**src/rtl/icache_responder_if.sv**
```systemverilog
// Fetch-side request/response and burst fill signals of the instruction cache.
// slave = the cache's view, master = the fetch stage / memory system view.
interface icache_responder_if;
    logic [31:0] imem_addr;
    logic [3:0]  imem_rmask;
    logic [31:0] imem_rdata;
    logic        imem_resp;
    logic [31:0] bmem_addr;
    logic        bmem_read;
    logic        bmem_ready;
    logic        bmem_rvalid;
    logic [63:0] bmem_rdata;

    modport slave (
        input  imem_addr, imem_rmask, bmem_ready, bmem_rvalid, bmem_rdata,
        output imem_rdata, imem_resp, bmem_addr, bmem_read
    );

    modport master (
        output imem_addr, imem_rmask, bmem_ready, bmem_rvalid, bmem_rdata,
        input  imem_rdata, imem_resp, bmem_addr, bmem_read
    );
endinterface

```
**src/rtl/icache_responder.sv**
```systemverilog
// Direct-mapped read-only instruction cache (32-byte lines, 4x64-bit burst fills).
// Define ICACHE_PERF_CNT_EN to add saturating hit_count / miss_count outputs.
module icache_responder #(
    parameter int NUM_SETS = 16
) (
    input  logic               clk,
    input  logic               rst,
    icache_responder_if.slave  bus
`ifdef ICACHE_PERF_CNT_EN
    ,
    output logic [31:0]        hit_count,
    output logic [31:0]        miss_count
`endif
);
    localparam int IDX_W = $clog2(NUM_SETS);
    localparam int TAG_W = 32 - 5 - IDX_W;

    typedef enum logic [2:0] {IDLE, LOOKUP, REQ, FILL, RESP} state_t;

    state_t                 state_q, state_d;
    logic [31:2]            addr_q, addr_d;
    logic [31:0]            bmem_addr_q, bmem_addr_d;
    logic [1:0]             beat_q, beat_d;
    logic [3:0][63:0]       line_buf_q, line_buf_d;
    logic [NUM_SETS-1:0]    valid_q, valid_d;

    logic [255:0]           data_mem [NUM_SETS];
    logic [TAG_W-1:0]       tag_mem  [NUM_SETS];
    logic [255:0]           rd_line_q, rd_line_d;
    logic [TAG_W-1:0]       rd_tag_q, rd_tag_d;

    logic [IDX_W-1:0]       rd_idx;
    logic [IDX_W-1:0]       lk_idx;
    logic [TAG_W-1:0]       lk_tag;
    logic                   hit;
    logic                   mem_we;
    logic                   resp;
    logic [31:0]            rdata;
    logic [7:0][31:0]       rd_words;
    logic [7:0][31:0]       fill_words;

    assign rd_idx = bus.imem_addr[5 +: IDX_W];
    assign lk_idx = addr_q[5 +: IDX_W];
    assign lk_tag = addr_q[31 -: TAG_W];
    assign hit    = valid_q[lk_idx] && (rd_tag_q == lk_tag);

    genvar gi;
    generate
        for (gi = 0; gi < 8; gi++) begin : g_words
            assign rd_words[gi]   = rd_line_q[gi*32 +: 32];
            assign fill_words[gi] = line_buf_q[gi/2][(gi%2)*32 +: 32];
        end
    endgenerate

    // Arrays are read every cycle at the incoming address, so on the accept
    // edge the set for the just-latched request lands in rd_line_q/rd_tag_q.
    always_comb begin
        rd_line_d = data_mem[rd_idx];
        rd_tag_d  = tag_mem[rd_idx];
    end

    always_ff @(posedge clk) begin
        if (mem_we) begin
            data_mem[lk_idx] <= line_buf_d;
            tag_mem[lk_idx]  <= lk_tag;
        end
        rd_line_q <= rd_line_d;
        rd_tag_q  <= rd_tag_d;
    end

    always_comb begin
        state_d     = state_q;
        addr_d      = addr_q;
        bmem_addr_d = bmem_addr_q;
        beat_d      = beat_q;
        line_buf_d  = line_buf_q;
        valid_d     = valid_q;
        mem_we      = 1'b0;
        resp        = 1'b0;
        rdata       = 32'h0;
        case (state_q)
            IDLE: begin
                if (|bus.imem_rmask) begin
                    addr_d  = bus.imem_addr[31:2];
                    state_d = LOOKUP;
                end
            end
            LOOKUP: begin
                if (hit) begin
                    resp    = 1'b1;
                    rdata   = rd_words[addr_q[4:2]];
                    state_d = IDLE;
                end else begin
                    bmem_addr_d = {addr_q[31:5], 5'b0};
                    state_d     = REQ;
                end
            end
            REQ: begin
                if (bus.bmem_ready) begin
                    state_d = FILL;
                end
            end
            FILL: begin
                if (bus.bmem_rvalid) begin
                    line_buf_d[beat_q] = bus.bmem_rdata;
                    beat_d             = beat_q + 2'd1;
                    // Last beat: commit the assembled line, including this beat.
                    if (beat_q == 2'd3) begin
                        mem_we          = 1'b1;
                        valid_d[lk_idx] = 1'b1;
                        state_d         = RESP;
                    end
                end
            end
            RESP: begin
                resp    = 1'b1;
                rdata   = fill_words[addr_q[4:2]];
                state_d = IDLE;
            end
            default: state_d = IDLE;
        endcase
    end

    always_ff @(posedge clk or posedge rst) begin
        if (rst) begin
            state_q     <= IDLE;
            addr_q      <= '0;
            bmem_addr_q <= '0;
            beat_q      <= '0;
            line_buf_q  <= '0;
            valid_q     <= '0;
        end else begin
            state_q     <= state_d;
            addr_q      <= addr_d;
            bmem_addr_q <= bmem_addr_d;
            beat_q      <= beat_d;
            line_buf_q  <= line_buf_d;
            valid_q     <= valid_d;
        end
    end

    assign bus.imem_resp  = resp;
    assign bus.imem_rdata = rdata;
    assign bus.bmem_read  = (state_q == REQ);
    assign bus.bmem_addr  = bmem_addr_q;

`ifdef ICACHE_PERF_CNT_EN
    logic [31:0] hit_cnt_q, hit_cnt_d;
    logic [31:0] miss_cnt_q, miss_cnt_d;

    always_comb begin
        hit_cnt_d  = hit_cnt_q;
        miss_cnt_d = miss_cnt_q;
        if (state_q == LOOKUP) begin
            if (hit) begin
                if (hit_cnt_q != 32'hFFFF_FFFF) hit_cnt_d = hit_cnt_q + 32'd1;
            end else begin
                if (miss_cnt_q != 32'hFFFF_FFFF) miss_cnt_d = miss_cnt_q + 32'd1;
            end
        end
    end

    always_ff @(posedge clk or posedge rst) begin
        if (rst) begin
            hit_cnt_q  <= '0;
            miss_cnt_q <= '0;
        end else begin
            hit_cnt_q  <= hit_cnt_d;
            miss_cnt_q <= miss_cnt_d;
        end
    end

    assign hit_count  = hit_cnt_q;
    assign miss_count = miss_cnt_q;
`endif
endmodule

```
**src/flat_wrapper.sv**
```systemverilog
// flat-port wrapper written by rule: the top's interface ports become plain ports
module icache_responder_flat 
#(
    parameter int NUM_SETS = 16
)
  (clk, rst, bus_imem_addr, bus_imem_rmask, bus_bmem_ready, bus_bmem_rvalid, bus_bmem_rdata, bus_imem_rdata, bus_imem_resp, bus_bmem_addr, bus_bmem_read);
  icache_responder_if bus_i ();
  input  logic clk;
  input  logic rst;
  input wire logic [$bits(bus_i.imem_addr)-1:0] bus_imem_addr;
  input wire logic [$bits(bus_i.imem_rmask)-1:0] bus_imem_rmask;
  input wire logic [$bits(bus_i.bmem_ready)-1:0] bus_bmem_ready;
  input wire logic [$bits(bus_i.bmem_rvalid)-1:0] bus_bmem_rvalid;
  input wire logic [$bits(bus_i.bmem_rdata)-1:0] bus_bmem_rdata;
  output wire logic [$bits(bus_i.imem_rdata)-1:0] bus_imem_rdata;
  output wire logic [$bits(bus_i.imem_resp)-1:0] bus_imem_resp;
  output wire logic [$bits(bus_i.bmem_addr)-1:0] bus_bmem_addr;
  output wire logic [$bits(bus_i.bmem_read)-1:0] bus_bmem_read;
  assign bus_i.imem_addr = bus_imem_addr;
  assign bus_i.imem_rmask = bus_imem_rmask;
  assign bus_i.bmem_ready = bus_bmem_ready;
  assign bus_i.bmem_rvalid = bus_bmem_rvalid;
  assign bus_i.bmem_rdata = bus_bmem_rdata;
  assign bus_imem_rdata = bus_i.imem_rdata;
  assign bus_imem_resp = bus_i.imem_resp;
  assign bus_bmem_addr = bus_i.bmem_addr;
  assign bus_bmem_read = bus_i.bmem_read;
  icache_responder #(.NUM_SETS(NUM_SETS)) u_core (.clk(clk), .rst(rst), .bus(bus_i));
endmodule
```
**config.mk**
```make
export PLATFORM = sky130hd
export DESIGN_NAME = icache_responder_flat
export DESIGN_NICKNAME = d
export VERILOG_FILES = /design/src/rtl/icache_responder_if.sv /design/src/rtl/icache_responder.sv /design/src/flat_wrapper.sv
export SDC_FILE = /design/constraint.sdc
export NUM_CORES = 2
export LEC_CHECK = 0
export ABC_AREA = 0
export CAP_MARGIN = 15
export CORE_MARGIN = 4
export CORE_UTILIZATION = 40
export CTS_CLUSTER_DIAMETER = 150
export DETAILED_ROUTE_END_ITERATION = 7
export GPL_ROUTABILITY_DRIVEN = 0
export SKIP_LAST_GASP = 1
export SLEW_MARGIN = 20
export SYNTH_ARGS = -nofsm -noshare
export SYNTH_HDL_FRONTEND = slang
export SYNTH_MEMORY_MAX_BITS = 65536
export SYNTH_SLANG_ARGS = --single-unit
```
**constraint.sdc**
```tcl
create_clock -name clk -period 16.1 [get_ports clk]
set_input_delay 3.22 -clock clk [delete_from_list [all_inputs] [get_ports clk]]
set_output_delay 3.22 -clock clk [all_outputs]
set_load 0.02 [all_outputs]
```
==> flow_summary.ini <==
[timing]
slew_violations = 0
relSlewSlack_pct = 22.5
period_share_pct = 57.7
grt_setup_unrepaired = no
setup_viol = 0
fin_ws_ns = 6.81
fin_crit_ns = 9.30
clock.fmax_mhz = 108
finalSetupTns_ns = 0
hold_viol = 0
final.setup_skew_ns = 0.0415
worst_slew_pin_slew_ns = 1.15

[clocking]
clk_pin_slew_ns = 0.06
cts-root-buf = clkbuf_16
cts_tree = yes
cts.repair.resized = 0
postCtsSetupBuffers = 0
cts_buffers = 524
hold_buffers = 0
cts.path.max_buffers = 4
htree_levels = 6
clk_latency_ns = 1.01
clkSinkCount = 5077

[detailed_routing]
vias = 84800
ant_nets = 0
vias_per_cell = 5.70
drc = 0
first_iter_violations = 9271
drt-pass1-iter-count = 5
totalWireLength_um = 455000
post_drt_wl_per_cell_um = 30.6

[floorplan]
start_util_pct = 40.2
die_x_um = 696
num_rows = 252
ios = 170
die_area_um2 = 485000
die_h_um = 696
core_region_area_um2 = 472000

[global_routing]
grt_max_degree = 150
grt_overflow = 0
grt_pass1_wl_um = 656000
grt_pass1_vias = 89400
grt.total_usage_pct = 18.7
antenna_found_initial = 50

[yosys]
ys_seq_area_share_pct = 78.1
syn_area_um2 = 190000
synth-async-reset-ratio_pct = 6.58
ys_types = 41
synth_edf_count = 4464
synth-xor-area-share_pct = 0.111
yosysWarnings = 0
ys_ff_latch = 5077
synth-compound-area-share_pct = 0.309
synth_area_leaders = edfxtp_1 71%, mux4_2 18%, dfrtp_1 4.4%
synth_fa_ha_area_share_pct = 0.0264
synth_top_family_by_area = multiplexers
synthMuxAreaShare_pct = 19.9
synth-simple-area-share_pct = 0.679
yosysTopAreaCellShare_pct = 70.7
synthCells = 7745
synth_area_leader_cell = edfxtp_1
synth_flop_cell = edfxtp_1
synth.avg_cell_area_um2 = 24.5

[finish]
instances_no_fill = 14900
final_util_pct = 45.8
multiInputGateArea_um2 = 40000
area_delta_synth_final_pct = 14.1
final_common_cell = edfxtp_1
layout_common_cells = 4464 x edfxtp_1, 1508 x mux4_2, 544 x clkbuf_16
final-seq-area_um2 = 148000
drive_above_1_share_pct = 32.0
final_area_um2 = 216000
nets = 8326
fill_cells = 38300

[run_status]
status = complete, no violations

[worst_setup_path]
ff2ff_setup_slack_ns = 10.14
r2r_cells = 8
cp_max_fo = 33
crit_arrival_ns = 6.07
worst-setup-path-type = reg2out
rr_startpoint = u_core.state_q[2]
required_ns = 12.88
r2r_end = u_core.data_mem[15][238]
critPathCaptureType = primary output
crit_path_start_kind = flip-flop

[hold_path]
min_to = u_core.valid_q[2]
hp-class = reg2reg
hold_depth = 1
hold_start = u_core.valid_q[2]

[placement]
placed_cells = 13900
preCtsSetupSlack_ns = 6.82
postPlaceCellArea_um2 = 199000
io_buffer_count = 162
dpl.hpwl_um = 225000

[power]
peakVddDrop_mv = 0.111
leakage_nw = 69.0
p_per_area_nw_per_um2 = 155

[flow_run]
maxCapViolCount = 0
## critical path, stage by stage (launching register included)
cell,delay [ns]
dfrtp_4,0.71
buf_4,0.59
buf_4,0.62
buf_4,0.76
mux4_2,0.38
mux2i_1,0.12
o31ai_2,0.94
clkdlybuf4s50_1,0.78
## sequential cells by signal, summed over array words and instances (netlist names), 16 cells and up
name / flops
u_core.data_mem: 4096
u_core.tag_mem: 368
u_core.fill_words: 256
u_core.rd_line_q: 256
u_core.addr_q: 30
u_core.bus.bmem_addr: 27
u_core.rd_tag_q: 23
u_core.valid_q: 16
## synthesized netlist by cell type (2+ instances only)
master	n
buf_2	130
o31ai_1	32
nand2_1	232
nand4_1	6
dfrtp_1	334
ha_1	4
nor2_1	20
nand2b_1	2
inv_1	4
buf_4	6
mux2_1	19
nor2b_1	19
mux2_2	262
buf_1	58
edfxtp_1	4464
buf_6	2
mux4_2	1508
xnor2_1	24
o21bai_1	6
or2_2	13
nand3_1	3
a21oi_1	20
mux2i_1	51
dfxtp_1	279
clkbuf_1	213
a211oi_1	19
## report_power, final
part           leakage [nW]  internal [mW]  total, mW  switching [mW]
sequential             46.8           16.8       17.4           0.510
combinational          13.9           1.46       4.34            2.88
clock                  8.25           6.85       11.8            4.95
## per-stage QoR
stage | total power [mW] | hold WS, ns
after global placement | 21.7 | 0.446
final | 33.5 | 0.470
after detailed placement | 22.0 | 0.452
after CTS | 33.8 | 0.469
after global routing | 34.7 | 0.478
after floorplan | 20.3 | 0.434
## worst max-delay path by stage
stage	start	endpoint	slack [ns]
after floorplan	bus_bmem_rvalid	u_core.valid_q[0]	-0.79
after global placement	bus_bmem_rvalid	u_core.data_mem[15][174]	6.87
after detailed placement	bus_bmem_rvalid	u_core.data_mem[15][206]	6.82
after CTS	u_core.addr_q[2]	bus_imem_rdata[20]	6.60
after global routing	u_core.addr_q[2]	bus_imem_rdata[20]	6.57
final	u_core.addr_q[3]	bus_imem_rdata[20]	6.81
## layout make-up
class | count | area share (%)
Inverter | 4 | 0.0116
Sequential cell | 5077 | 68.5
Multi-Input combinational cell | 2259 | 18.5
Clock buffer | 766 | 6.97
Clock inverter | 202 | 0.830
Antenna cell | 8 | 0.00926
Tap cell | 6223 | 3.60
Timing Repair Buffer | 352 | 1.61
## cell families after synthesis
kind of cell | count (synthesis)
fa+ha+maj | 4
simple gates | 304
compound gates | 82
buf+inv | 413
other cells | 1
flops | 5077
mux | 1840
xor+xnor | 24
## per-layer routing
metal / wire [um] / GRT usage, % / vias up
met4: 10200 / 4.30 / 10
met1: 195000 / 26.6 / 47100
met3: 28700 / 2.93 / 654
li1: - / - / 34100
met5: 69 / 0 / -
met2: 221000 / 30.4 / 2981
Note: power is estimated with default switching activity, not from simulation.
